`config.mk`:
```
export PLATFORM = sky130hd
export DESIGN_NAME = stream_demux1_3
export DESIGN_NICKNAME = d
export VERILOG_FILES = /design/src/rtl/stream_pkg.sv /design/src/rtl/skid_buffer.sv /design/src/rtl/stream_demux1_3.sv
export SDC_FILE = /design/constraint.sdc
export NUM_CORES = 1
export LEC_CHECK = 0
export CORE_MARGIN = 2
export CORE_UTILIZATION = 49
export DETAILED_ROUTE_END_ITERATION = 10
export PLACE_DENSITY = 0.86
export SYNTH_ARGS = -nofsm -noshare
export SYNTH_HDL_FRONTEND = slang
export SYNTH_SLANG_ARGS = --single-unit
```
`constraint.sdc`:
```
create_clock -name clk -period 2.85 [get_ports clk]
set_clock_uncertainty 0.2 [all_clocks]
set_input_delay 0.4275 -clock clk [delete_from_list [all_inputs] [get_ports clk]]
set_output_delay 0.4275 -clock clk [all_outputs]
set_load 0.005 [all_outputs]
```
`src/rtl/stream_pkg.sv`:
```
// stream_pkg: destination encoding and channel count shared by the stream demux blocks
package stream_pkg;
    typedef enum logic [1:0] {DEST_CH0, DEST_CH1, DEST_CH2, DEST_DROP} dest_e;
    localparam int NUM_CH = 3;
endpackage

```
`src/rtl/skid_buffer.sv`:
```
// skid_buffer: 2-entry (main + skid) valid/ready slice; in_ready depends only on registered state
module skid_buffer #(
    parameter int W = 34
) (
    input  logic         clk,
    input  logic         rst_n,
    input  logic         in_valid_i,
    input  logic [W-1:0] in_data_i,
    output logic         in_ready_o,
    output logic         out_valid_o,
    output logic [W-1:0] out_data_o,
    input  logic         out_ready_i
);
    logic         main_valid_q, main_valid_d, skid_valid_q, skid_valid_d;
    logic [W-1:0] main_data_q, main_data_d, skid_data_q, skid_data_d;
    logic         push, pop;
    assign in_ready_o  = rst_n & ~skid_valid_q;
    assign push        = in_valid_i & in_ready_o;
    assign out_valid_o = rst_n & main_valid_q;
    assign out_data_o  = main_data_q;
    assign pop         = out_valid_o & out_ready_i;
    always_comb begin
        main_valid_d = main_valid_q;
        main_data_d  = main_data_q;
        skid_valid_d = skid_valid_q;
        skid_data_d  = skid_data_q;
        if (!main_valid_q || pop) begin
            if (skid_valid_q) begin
                main_valid_d = 1'b1;
                main_data_d  = skid_data_q;
                skid_valid_d = push;
                skid_data_d  = push ? in_data_i : skid_data_q;
            end else begin
                main_valid_d = push;
                main_data_d  = push ? in_data_i : main_data_q;
            end
        end else if (push) begin
            skid_valid_d = 1'b1;
            skid_data_d  = in_data_i;
        end
    end
    always_ff @(posedge clk) begin
        if (!rst_n) begin
            main_valid_q <= 1'b0;
            skid_valid_q <= 1'b0;
            main_data_q  <= '0;
            skid_data_q  <= '0;
        end else begin
            main_valid_q <= main_valid_d;
            skid_valid_q <= skid_valid_d;
            main_data_q  <= main_data_d;
            skid_data_q  <= skid_data_d;
        end
    end
endmodule

```
`src/rtl/stream_demux1_3.sv`:
```
// stream_demux1_3: registered 1-to-3 stream demux; select 11 words are accepted, dropped and counted
module stream_demux1_3
    import stream_pkg::*;
#(
    parameter int N  = 32,
    parameter int CW = 8
) (
    input  logic              clk,
    input  logic              rst_n,
    input  logic              s_valid,
    output logic              s_ready,
    input  logic [N-1:0]      s_data,
    input  logic [1:0]        s_sel,
    output logic [NUM_CH-1:0] m_valid,
    input  logic [NUM_CH-1:0] m_ready,
    output logic [N-1:0]      m0_data,
    output logic [N-1:0]      m1_data,
    output logic [N-1:0]      m2_data,
    output logic [CW-1:0]     drop_cnt
);
    logic          buf_valid, acc, drop;
    logic [N+1:0]  buf_data;
    logic [N-1:0]  main_data;
    dest_e         in_dest, main_dest;
    logic [CW-1:0] drop_cnt_q, drop_cnt_d;
    assign in_dest = dest_e'(s_sel);
    assign acc     = s_valid & s_ready;
    assign drop    = acc & (in_dest == DEST_DROP);
    // the select travels with the word so routing is decoded from the registered head
    skid_buffer #(.W(N + 2)) u_buf (
        .clk         (clk),
        .rst_n       (rst_n),
        .in_valid_i  (s_valid & (in_dest != DEST_DROP)),
        .in_data_i   ({s_sel, s_data}),
        .in_ready_o  (s_ready),
        .out_valid_o (buf_valid),
        .out_data_o  (buf_data),
        .out_ready_i (|(m_valid & m_ready))
    );
    assign main_dest  = dest_e'(buf_data[N+1:N]);
    assign main_data  = buf_data[N-1:0];
    assign m_valid[0] = buf_valid & (main_dest == DEST_CH0);
    assign m_valid[1] = buf_valid & (main_dest == DEST_CH1);
    assign m_valid[2] = buf_valid & (main_dest == DEST_CH2);
    assign m0_data    = m_valid[0] ? main_data : '0;
    assign m1_data    = m_valid[1] ? main_data : '0;
    assign m2_data    = m_valid[2] ? main_data : '0;
    assign drop_cnt_d = (drop && drop_cnt_q != '1) ? drop_cnt_q + CW'(1) : drop_cnt_q;
    assign drop_cnt   = drop_cnt_q;
    always_ff @(posedge clk) begin
        if (!rst_n) drop_cnt_q <= '0;
        else        drop_cnt_q <= drop_cnt_d;
    end
endmodule

```
==> impl_results.md <==
- Vias in the first global route: ~3800
- #FFs+latches synth: a little under 80
- Worst r2r src: u_buf.skid_valid_q$_SDFFE_PN0P_
- Crit path kind: reg2out
- Avg WL per Cell: between 10 and 15 microns
- Final Max Slew Viols: 0
- Worst Path Arrival: about 2.1 ns
- Final Hold Viols: 0
- Hold Path Class: reg2reg
- Ant diodes: 0
- Routed wire length: about 11 mm
- First-pass GRT wire length: between 15 and 20 mm
- Final hold slack: ~0.26 ns
- Synthesized cell area: between 4000 and 5000 sq um
- Cells along the critical path: nand2_1 -> nor3b_2 -> buf_4 -> and2_1 -> clkdlybuf4s50_1
- Max-Cap Viols: 0
- Final min period: around 2.7 ns
- Post-CTS sizing: 0
- Starting Density: 51.1%
- Std-Cell Rows: 33
- Synth cell types: 35
- Design area: 5930 sq um
- Clk Latency, worst-skew pair: 0.33 ns
- Critical Path Fanout Max: 21
- TritonCTS Buffers: 9
- Maximum VDD drop: approximately 0.25 mV
- Synth area leaders: dfxtp_1 37%, mux2i_1 17%, and2_1 14%, nand2_1 6.6%, or3_1 5.3%
- Post-CTS setup buffer count: 0
- Drt first pass iters: 4
- Die X: between 90 and 100 microns
- Rel. slew slack: 50.0%
- Htree depth: 3
- Worst path slowest cell: clkdlybuf4s50_1
- Worst min-delay path startpoint: u_buf.skid_data_q[5]$_SDFFE_PN0P_
- Placed Instances: between 700 and 800
- Syn Area/Cell: ~8 sq um
- Area share of the largest cell type after synthesis: 36.8%
- Ys flop type: dfxtp_1
- Die Height: ~97 microns
- Fin Setup TNS: 0 ns
- Most frequent cell after synthesis: and2_1
- Async SR Flop Fraction: 0%
- CP required: around 2.2 ns
- Final period util: 94.3%
- Starting DRT DRC Count: approximately 130
- Clock Sink Count: between 70 and 80
- GP Congestion: 0.848
- Yosys warning count: 0
- Worst setup SP type: flip-flop
- Non-Filler Instances: 751
- Status: complete, no violations
- CP Capture Type: output port
- Core region area: just over 8000 sq um
- Net count of the mapped netlist: 559
- Cell count after synthesis: between 500 and 600
- Cell taking the most area after synthesis: dfxtp_1
- Die area: about 9400 sq um
- Final setup fails: 0
- EDFF count, synth: 0
- Wl on met1: 4.75 mm
- Largest net degree at the start of global routing: 69
- Hpwl dp: about 7.6 mm
- Most frequent cells after synthesis: 97 x and2_1, 78 x dfxtp_1, 74 x nand2_1
- Crit path launch: u_buf.main_valid_q$_SDFFE_PN0P_
- Root Driver: clkbuf_8
- Static leakage: between 0.002 and 0.0025 uW
- Register area share after synthesis: a little under two fifths
- DP Area: roughly 5800 sq um
- Initial antenna violation count: 0
- Max stage delay on crit path: ~0.5 ns
- Total congestion overflow: 0
- Area growth from synthesis to layout: 39.9%
- Net total in the final layout: roughly 680
- Power per cell area: around 370 nW/um^2
- Fmax: about 0.37 GHz
- CTS tree: yes
- RSZ-0062 raised after global routing: no
- DRC: 0
- Post-cts hold buffer count: 0
- Met2 WL: 5.38 mm
- Via count: roughly 4000
- Top sig layer: met4
- Antenna Violating Nets Remaining: 0
- Top-level I/O count: about 150
- All-layer global routing usage: between 20% and 30%
- Layout cell share with drive strength beyond 1: under 10%
- Vias/cell: ~5.3
- Clock Path Buffers: 2
- Met3 wire length: a little under 600 microns
- IO buf count: between 100 and 150
- Clock-pin slew on the worst setup and hold paths: roughly 0.080 ns
- Tightest Pin Transition: around 0.74 ns
==> critical path: cells and delay by family, from the launching register on <==
family                 cells  cell delay [ns]
buffers and inverters      2             0.75
flip-flops                 1             0.42
AND/OR/NAND/NOR            3             0.55
==> layer usage <==
metal  vias to the layer above  GRT usage [%]
li1                       2007              -
met1                      1837           28.1
met2                       129           41.5
met5                         -              0
met3                        11           4.26
met4                         0           7.91
==> kinds of logic (layout without fill, tap and decap cells) <==
group | after synthesis | in the layout | synth area share, %
AND/OR/NAND/NOR | 234 | 234 | 29.8
AO/OA/AOI/OAI | 87 | 87 | 11.3
flip-flops | 78 | 78 | 36.8
multiplexers | 70 | 70 | 16.5
buffers and inverters | 48 | 176 | 5.25
adder cells (fa/ha/maj) | 1 | 1 | 0.295
==> placed cells by master (no fill, tap or decap), types with 2 or more instances in the layout <==
cell type / instances
a21oi_1: 37
a41oi_1: 2
and2_1: 97
and4_1: 2
buf_4: 11
clkbuf_8: 9
clkdlybuf4s50_1: 146
clkinv_2: 3
dfxtp_1: 77
inv_1: 2
mux2i_1: 70
nand2_1: 74
nand3_1: 6
nand3b_1: 2
nor2_1: 4
nor3_1: 6
nor3b_2: 3
nor4_1: 2
o21ai_0: 37
o21ai_1: 2
or3_1: 36
==> through the flow <==
stage | util (%) | power [uW] | setup WS [ns]
2_1_floorplan | - | 1330 | 0.928
3_3_place_gp | 69.4 | 1430 | 0.358
3_5_place_dp | 69.4 | 1440 | 0.273
4_1_cts | 71.5 | 2200 | 0.144
5_1_grt | 71.5 | 2300 | 0.0429
6_report | 71.5 | 2190 | 0.161
==> flip-flops by register name, summed over array words and instances, names as in the netlist <==
signal and count:
u_buf.main_valid_q 1, u_buf.out_data_o 34, u_buf.skid_data_q 34, drop_cnt 8, u_buf.skid_valid_q 1
==> area by class of cell <==
cell class              instances  area (sq um)
clock buffers                   9           124
clock inverters                 5          52.6
fillers                       661          2370
inverters                       3          11.3
multi-input cells             392          2480
flip-flops and latches         78          1560
well taps                     105           131
repair buffers                159          1570
==> report_power, final <==
group	total [uW]	switching (uW)	internal (uW)
Sequential	1160	30.7	1130
Clock	768	377	390
Combinational	262	134	128
Total	2190	542	1640
==> final timing paths <==
check	endpoint	cells after the start	slack, ns
worst max-delay path	m1_data[19]	5	0.16
worst min-delay path	u_buf.skid_data_q[5]$_SDFFE_PN0P_	2	0.26
worst max register to register	u_buf.out_data_o[12]$_SDFFE_PN0P_	4	0.75
worst min register to register	u_buf.skid_data_q[5]$_SDFFE_PN0P_	2	0.26
(Power assumes the default switching activity.)
